===== src/rtl/audio_tone_writer_if.sv =====
`default_nettype none
// ============================================================================
//  Module      : audio_tone_writer_if
//  Description : Write-side bus between the tone writer and the audio codec's
//                write FIFO. The master pushes one stereo sample per strobe
//                while the slave advertises free space on write_ready.
//  Signals     : write_ready     - codec FIFO has space (slave -> master)
//                write           - one-cycle write strobe (master -> slave)
//                writedata_left  - 24-bit two's complement sample
//                writedata_right - copy of writedata_left
//  Revision    : 1.0 - initial release
// ============================================================================
interface audio_tone_writer_if;
  logic        write_ready;
  logic        write;
  logic [23:0] writedata_left;
  logic [23:0] writedata_right;

  modport master (
    input  write_ready,
    output write,
    output writedata_left,
    output writedata_right
  );

  modport slave (
    output write_ready,
    input  write,
    input  writedata_left,
    input  writedata_right
  );
endinterface
`default_nettype wire


===== src/rtl/audio_tone_writer.sv =====
`default_nettype none
// ============================================================================
//  Module      : audio_tone_writer
//  Description : Square-wave tone synthesiser feeding the audio codec write
//                FIFO. A 2-bit pitch code selects the half-period, a volume
//                flag selects the amplitude. One 24-bit sample is pushed per
//                IDLE -> WRITE -> GAP cycle (at most one per three clocks).
//  Ports       : clk_50      - system clock
//                resetn      - synchronous active-low reset
//                enable      - allow sample generation
//                pitch[1:0]  - 00 silence, 11 high, 01 mid, 10 low tone
//                vol         - 1 loud amplitude, 0 soft amplitude
//                codec       - codec write bus (master side)
//                tone_active - latched pitch is non-zero
//  Options     : TONE_FADE_EN - when defined, the amplitude slews toward its
//                target by 24'h010000 per committed sample instead of
//                switching instantly.
//  Revision    : 1.0 - initial release
// ============================================================================
module audio_tone_writer #(
  parameter logic [7:0]  HALF_LO  = 8'd30,
  parameter logic [7:0]  HALF_MID = 8'd90,
  parameter logic [7:0]  HALF_HI  = 8'd180,
  parameter logic [23:0] AMP_LOUD = 24'h3FFFFF,
  parameter logic [23:0] AMP_SOFT = 24'h007FFF
) (
  input  wire logic          clk_50,
  input  wire logic          resetn,
  input  wire logic          enable,
  input  wire logic [1:0]    pitch,
  input  wire logic          vol,
  audio_tone_writer_if.master codec,
  output logic               tone_active
);

  typedef enum logic [1:0] {
    ST_IDLE  = 2'd0,
    ST_WRITE = 2'd1,
    ST_GAP   = 2'd2
  } state_t;

  state_t      state_q, state_d;
  logic        write_q, write_d;
  logic [23:0] data_q, data_d;
  logic [7:0]  half_cnt_q, half_cnt_d;
  logic        polarity_q, polarity_d;
  logic [1:0]  lp_q, lp_d;
  logic        lv_q, lv_d;
  logic        tone_active_q, tone_active_d;

  logic [7:0]  half_len;
  logic [23:0] amp_target;
  logic [23:0] amp_cur;
  logic [23:0] sample;
  logic        commit;

`ifdef TONE_FADE_EN
  localparam logic [23:0] FADE_STEP = 24'h010000;

  logic [23:0] amp_q, amp_d;

  // Move one step toward tgt, landing exactly on it rather than overshooting.
  function automatic logic [23:0] slew(input logic [23:0] cur, input logic [23:0] tgt);
    logic [23:0] res;
    res = cur;
    if (cur < tgt) begin
      res = ((tgt - cur) > FADE_STEP) ? (cur + FADE_STEP) : tgt;
    end else if (cur > tgt) begin
      res = ((cur - tgt) > FADE_STEP) ? (cur - FADE_STEP) : tgt;
    end
    return res;
  endfunction

  assign amp_cur = amp_q;
`else
  assign amp_cur = amp_target;
`endif

  always_comb begin
    half_len = 8'd0;
    case (lp_q)
      2'b11:   half_len = HALF_LO;
      2'b01:   half_len = HALF_MID;
      2'b10:   half_len = HALF_HI;
      default: half_len = 8'd0;
    endcase
  end

  assign amp_target = lv_q ? AMP_LOUD : AMP_SOFT;

  // Silence forces a zero sample regardless of the phase bookkeeping.
  assign sample = (lp_q == 2'b00) ? 24'd0 :
                  (polarity_q ? (24'd0 - amp_cur) : amp_cur);

  always_comb begin
    state_d       = state_q;
    write_d       = write_q;
    data_d        = data_q;
    half_cnt_d    = half_cnt_q;
    polarity_d    = polarity_q;
    lp_d          = lp_q;
    lv_d          = lv_q;
    commit        = 1'b0;
`ifdef TONE_FADE_EN
    amp_d         = amp_q;
`endif

    case (state_q)
      ST_IDLE: begin
        if (enable && codec.write_ready) begin
          state_d = ST_WRITE;
          write_d = 1'b1;
          data_d  = sample;
        end
      end
      ST_WRITE: begin
        state_d = ST_GAP;
        write_d = 1'b0;
        commit  = 1'b1;
      end
      ST_GAP: begin
        state_d = ST_IDLE;
      end
      default: begin
        state_d = ST_IDLE;
        write_d = 1'b0;
      end
    endcase

    // The sample just written is committed: step the generator. New pitch
    // and volume are only picked up at a half-period boundary (or out of
    // silence) so a running tone never produces a truncated half-cycle.
    if (commit) begin
      if (lp_q == 2'b00) begin
        half_cnt_d = 8'd0;
        polarity_d = 1'b0;
        lp_d       = pitch;
        lv_d       = vol;
      end else if (half_cnt_q == (half_len - 8'd1)) begin
        half_cnt_d = 8'd0;
        polarity_d = ~polarity_q;
        lp_d       = pitch;
        lv_d       = vol;
      end else begin
        half_cnt_d = half_cnt_q + 8'd1;
      end
`ifdef TONE_FADE_EN
      amp_d = (lp_d == 2'b00) ? 24'd0 : slew(amp_q, lv_d ? AMP_LOUD : AMP_SOFT);
`endif
    end

    // Tracks the latch so tone_active mirrors the pitch in force.
    tone_active_d = (lp_d != 2'b00);
  end

  always_ff @(posedge clk_50) begin
    if (!resetn) begin
      state_q       <= ST_IDLE;
      write_q       <= 1'b0;
      data_q        <= 24'd0;
      half_cnt_q    <= 8'd0;
      polarity_q    <= 1'b0;
      lp_q          <= 2'b00;
      lv_q          <= 1'b0;
      tone_active_q <= 1'b0;
`ifdef TONE_FADE_EN
      amp_q         <= 24'd0;
`endif
    end else begin
      state_q       <= state_d;
      write_q       <= write_d;
      data_q        <= data_d;
      half_cnt_q    <= half_cnt_d;
      polarity_q    <= polarity_d;
      lp_q          <= lp_d;
      lv_q          <= lv_d;
      tone_active_q <= tone_active_d;
`ifdef TONE_FADE_EN
      amp_q         <= amp_d;
`endif
    end
  end

  assign codec.write           = write_q;
  assign codec.writedata_left  = data_q;
  assign codec.writedata_right = data_q;
  assign tone_active           = tone_active_q;

endmodule
`default_nettype wire


===== src/flat_wrapper.sv =====
// flat-port wrapper written by rule: the top's interface ports become plain ports
module audio_tone_writer_flat 
#(
  parameter logic [7:0]  HALF_LO  = 8'd30,
  parameter logic [7:0]  HALF_MID = 8'd90,
  parameter logic [7:0]  HALF_HI  = 8'd180,
  parameter logic [23:0] AMP_LOUD = 24'h3FFFFF,
  parameter logic [23:0] AMP_SOFT = 24'h007FFF
)
  (clk_50, resetn, enable, pitch, vol, tone_active, codec_write_ready, codec_write, codec_writedata_left, codec_writedata_right);
  audio_tone_writer_if codec_i ();
  input  wire logic clk_50;
  input  wire logic resetn;
  input  wire logic enable;
  input  wire logic [1:0] pitch;
  input  wire logic vol;
  output logic tone_active;
  input wire logic [$bits(codec_i.write_ready)-1:0] codec_write_ready;
  output wire logic [$bits(codec_i.write)-1:0] codec_write;
  output wire logic [$bits(codec_i.writedata_left)-1:0] codec_writedata_left;
  output wire logic [$bits(codec_i.writedata_right)-1:0] codec_writedata_right;
  assign codec_i.write_ready = codec_write_ready;
  assign codec_write = codec_i.write;
  assign codec_writedata_left = codec_i.writedata_left;
  assign codec_writedata_right = codec_i.writedata_right;
  audio_tone_writer #(.HALF_LO(HALF_LO), .HALF_MID(HALF_MID), .HALF_HI(HALF_HI), .AMP_LOUD(AMP_LOUD), .AMP_SOFT(AMP_SOFT)) u_core (.clk_50(clk_50), .resetn(resetn), .enable(enable), .pitch(pitch), .vol(vol), .codec(codec_i), .tone_active(tone_active));
endmodule

===== config.mk =====
export PLATFORM = sky130hd
export DESIGN_NAME = audio_tone_writer_flat
export DESIGN_NICKNAME = d
export VERILOG_FILES = /design/src/rtl/audio_tone_writer_if.sv /design/src/rtl/audio_tone_writer.sv /design/src/flat_wrapper.sv
export SDC_FILE = /design/constraint.sdc
export NUM_CORES = 1
export LEC_CHECK = 0
export BUFFER_PORTS_ARGS = -buffer_cell sky130_fd_sc_hd__buf_2
export CAP_MARGIN = 0
export CORE_UTILIZATION = 48
export CTS_BUF_LIST = sky130_fd_sc_hd__clkbuf_16
export DETAILED_ROUTE_END_ITERATION = 12
export PLACE_DENSITY = 0.85
export SLEW_MARGIN = 20
export SYNTH_ARGS = -nofsm -noshare
export SYNTH_HDL_FRONTEND = slang
export SYNTH_SLANG_ARGS = --single-unit
export TNS_END_PERCENT = 100

===== constraint.sdc =====
create_clock -name clk_50 -period 2.28 [get_ports clk_50]
set_input_delay 0.114 -clock clk_50 [delete_from_list [all_inputs] [get_ports clk_50]]
set_output_delay 0.114 -clock clk_50 [all_outputs]
set_load 0.02 [all_outputs]

==> qor.yml <==
status:
  run_status: "finished, violations left"
  violations: "DRC"
route:
  drt-initial-drc-count: 33
  antenna_left: 0
  wl_mm: 2.306
  drc_errors: 18
  post_drt_wl_per_cell_um: 10.83
  firstDrtPassIters: 8
  via_count: 1072
  via_per_inst: 5.033
setup_path:
  worst_path_max_delay_cell: "mux2i_4"
  critPathMaxFanout: 10
  crit_end: "u_core.tone_active$_SDFF_PN0_"
  worstSetupEndpointType: "register"
  cp_num_cells: 6
  cpLargestDelayFamily: "multiplexers"
  rr_startpoint: "u_core.lp_q[0]$_SDFF_PN0_"
  critPathArrivalTime_ns: 2.17
  r2r_end: "u_core.tone_active$_SDFF_PN0_"
  crit_chain: "inv_1 > ha_1 > xnor2_1 > mux2i_4 > o311ai_0 > o311a_1"
  critPathRequiredTime_ns: 2.42
  startpoint_type: "register"
  worstSetupPathType: "register to register"
  r2r_slack_ns: 0.25
  slowest_delay_ns: 0.44
  critPathBufInv: 1
  cp-startpoint: "u_core.lp_q[0]$_SDFF_PN0_"
  reg2regPathDepth: 6
power_and_ir_drop:
  p_int_mw: 0.8903
  seq_power_share_pct: 31.1
  power.share.clock_pct: 36.1
  p_comb_share_pct: 32.7
  power.switching_mw: 0.4345
  leakage_nw: 0.7930
  cellPowerDensity_nw_per_um2: 860.8
  swShare_pct: 32.80
  vdd_drop_max_mv: 0.6440
timing:
  rsz0062_at_grt: "no"
  clock.fmax_mhz: 492.5
  finClkSkew_ns: 0.001103
  maxSlewHeadroom_pct: 61.41
  min_period_ns: 2.030
  drv_slew: 0
  holdWs_ns: 0.1386
  setup_viol: 0
  fin_setup_tns_ns: 0
  worstMarginPinSlew_ns: 0.5781
  post-route-period-util_pct: 89.05
  hold_viol: 0
final_layout:
  drive_gt1_share_pct: 36.81
  layout.nets: 197
  layout_commonest_cell: "buf_2"
  layout_common_cells: "buf_2, dfxtp_1, nor2_1"
  area_growth_pct: 7.143
  n_antenna_cell: 0
die:
  die_y_um: 56.71
  pin_count: 57
  design.die.area_um2: 3215
  rows: 19
  start_util_pct: 51.20
  die_w_um: 56.71
  fp.coreArea_um2: 2805
placement:
  place_congestion: 0.8054
  port_buffers: 56
  dpl.hpwl_mm: 1.740
yosys:
  syn_nets: 180
  yosys.area.top_type: "dfxtp_1"
  synthCells: 166
  synth-simple-area-share_pct: 20.47
  netlist_area_um2: 1436
  yosysWarnings: 0
  synth_cell_types: 36
  avgSynthCellArea_um2: 8.653
  synth_mux_area_share_pct: 3.746
  synth-seq-area-share_pct: 27.87
  synth_area_leaders: "dfxtp_1, buf_4, ha_1"
  synthAdderAreaFrac_pct: 6.098
  synth-compound-area-share_pct: 9.233
  synth_top_area_share_pct: 27.87
  ys_ff_latch: 20
  synth_xor_area_share_pct: 6.707
  synth_top_family_by_area: "buffers and inverters"
global_route:
  grt_pass1_wl_mm: 3.801
  grt-ovfl-total: 0
  grt_max_degree: 30
  antenna_found_initial: 0
  grt_pass1_vias: 860
  top_usage_layer: "met2"
  met2_usage_pct: 26.02
  use_met3_pct: 4.839
  grtUsageTotal_pct: 15.37
  grt.met1_usage_pct: 18.57
clocking:
  clockBufferDepth: 2
  cts_tree: "built"
  hold_buffers: 0
  cts.sinks: 20
  clkLatencyLatePin_ns: 0.25
  clk_pin_slew_ns: 0.05
  h-tree-depth: 1
  clockRootBuffer: "clkbuf_16"
  cts_made_buffers: 3
flow_run:
  cap_violations: 0
worst_hold_path:
  min_path_type: "primary input to register"
logic make-up after synthesis:
group                      after synthesis
xor gates and xnor gates                11
and+or+nand+nor                         55
AOI/OAI and AO/OA                       16
buffers and inverters                   52
adders and majority gates                7
muxes                                    5
DFF                                     20
power by group through the flow:
| stage | clock network [mW] | registers, mW | logic (mW) |
|---|---|---|---|
| 6_report | 0.479 | 0.412 | 0.434 |
| 5_1_grt | 0.510 | 0.418 | 0.478 |
| 4_1_cts | 0.489 | 0.412 | 0.411 |
| 3_5_place_dp | 0 | 0.420 | 0.411 |
| 3_3_place_gp | 0 | 0.417 | 0.405 |
| 2_1_floorplan | 0 | 0.428 | 0.384 |
how the worst min path moves through the flow:
stage,slack [ns],startpoint,depth (start not counted),to
global placement,0.39,vol,3,u_core.lv_q$_SDFFE_PN0P_
floorplan,0.28,vol,2,u_core.lv_q$_SDFFE_PN0P_
global route,0.15,vol,3,u_core.lv_q$_SDFFE_PN0P_
finish,0.14,codec_write_ready,3,u_core.state_q[0]$_SDFFE_PN0P_
CTS,0.14,vol,3,u_core.lv_q$_SDFFE_PN0P_
detailed placement,0.40,vol,3,u_core.lv_q$_SDFFE_PN0P_
layout make-up:
| cell class | instances | area [um2] |
|---|---|---|
| repair buffers | 59 | 302.8 |
| clock inverters | 1 | 30.03 |
| well taps | 31 | 38.79 |
| inverters | 5 | 18.77 |
| flip-flops and latches | 20 | 400.4 |
| multi-input cells | 94 | 673.1 |
| fillers | 250 | 1266 |
| clock buffers | 3 | 75.07 |
sequential cells by signal, indices dropped and copies added, names as in the netlist:
register and count:
u_core.codec.write 1, u_core.half_cnt_q 8, u_core.lv_q 1, u_core.lp_q 2, u_core.tone_active 1, u_core.codec.writedata_left 4, u_core.state_q 2, u_core.polarity_q 1
Yosys cell counts, drive strengths merged:
master and instances:
nor4 1, or3 1, o311ai 2, a32oi 3, buf 47, o211ai 1, and3 3, nor2 18
inv 5, o311a 1, nor3 6, xor2 4, o31a 1, xnor2 7, nand2 8, nor2b 1
ha 7, dfxtp 20, nand4 2, nand4b 1, nand2b 1, a211oi 1, o21ai 4, nand3b 2
a21oi 2, and2 3, o21a 1, or4 3, nand3 5, mux2i 5
per-stage QoR:
stage	cells	total power, mW	utilization [%]	area [um2]	setup slack, ns
final	213	1.325	54.86	1539	0.2497
after global routing	213	1.406	54.86	1539	0.03099
after CTS	211	1.313	54.01	1515	0.1395
after detailed placement	207	0.8305	50.27	1410	0.1401
after global placement	207	0.8218	50.27	1410	0.2115
after floorplan	166	0.8118	-	1436	0.3607
worst register-to-register path, cell delays in order (launching register included):
cell      delay, ns
dfxtp_1        0.42
inv_1          0.11
ha_1           0.31
xnor2_1        0.31
mux2i_4        0.44
o311ai_0       0.17
o311a_1        0.16
layer usage:
metal,share of wire (%),vias to the layer above
met5,0,-
met2,48,47
met1,44,469
li1,-,553
met4,0.78,0
met3,6.8,3
what timing repair did:
item,4_1_cts,5_1_grt
endpoints found under the setup margin,0,13
setup buffers,0,2
gates resized for setup,0,1
Power figures use the tool's default switching activity.
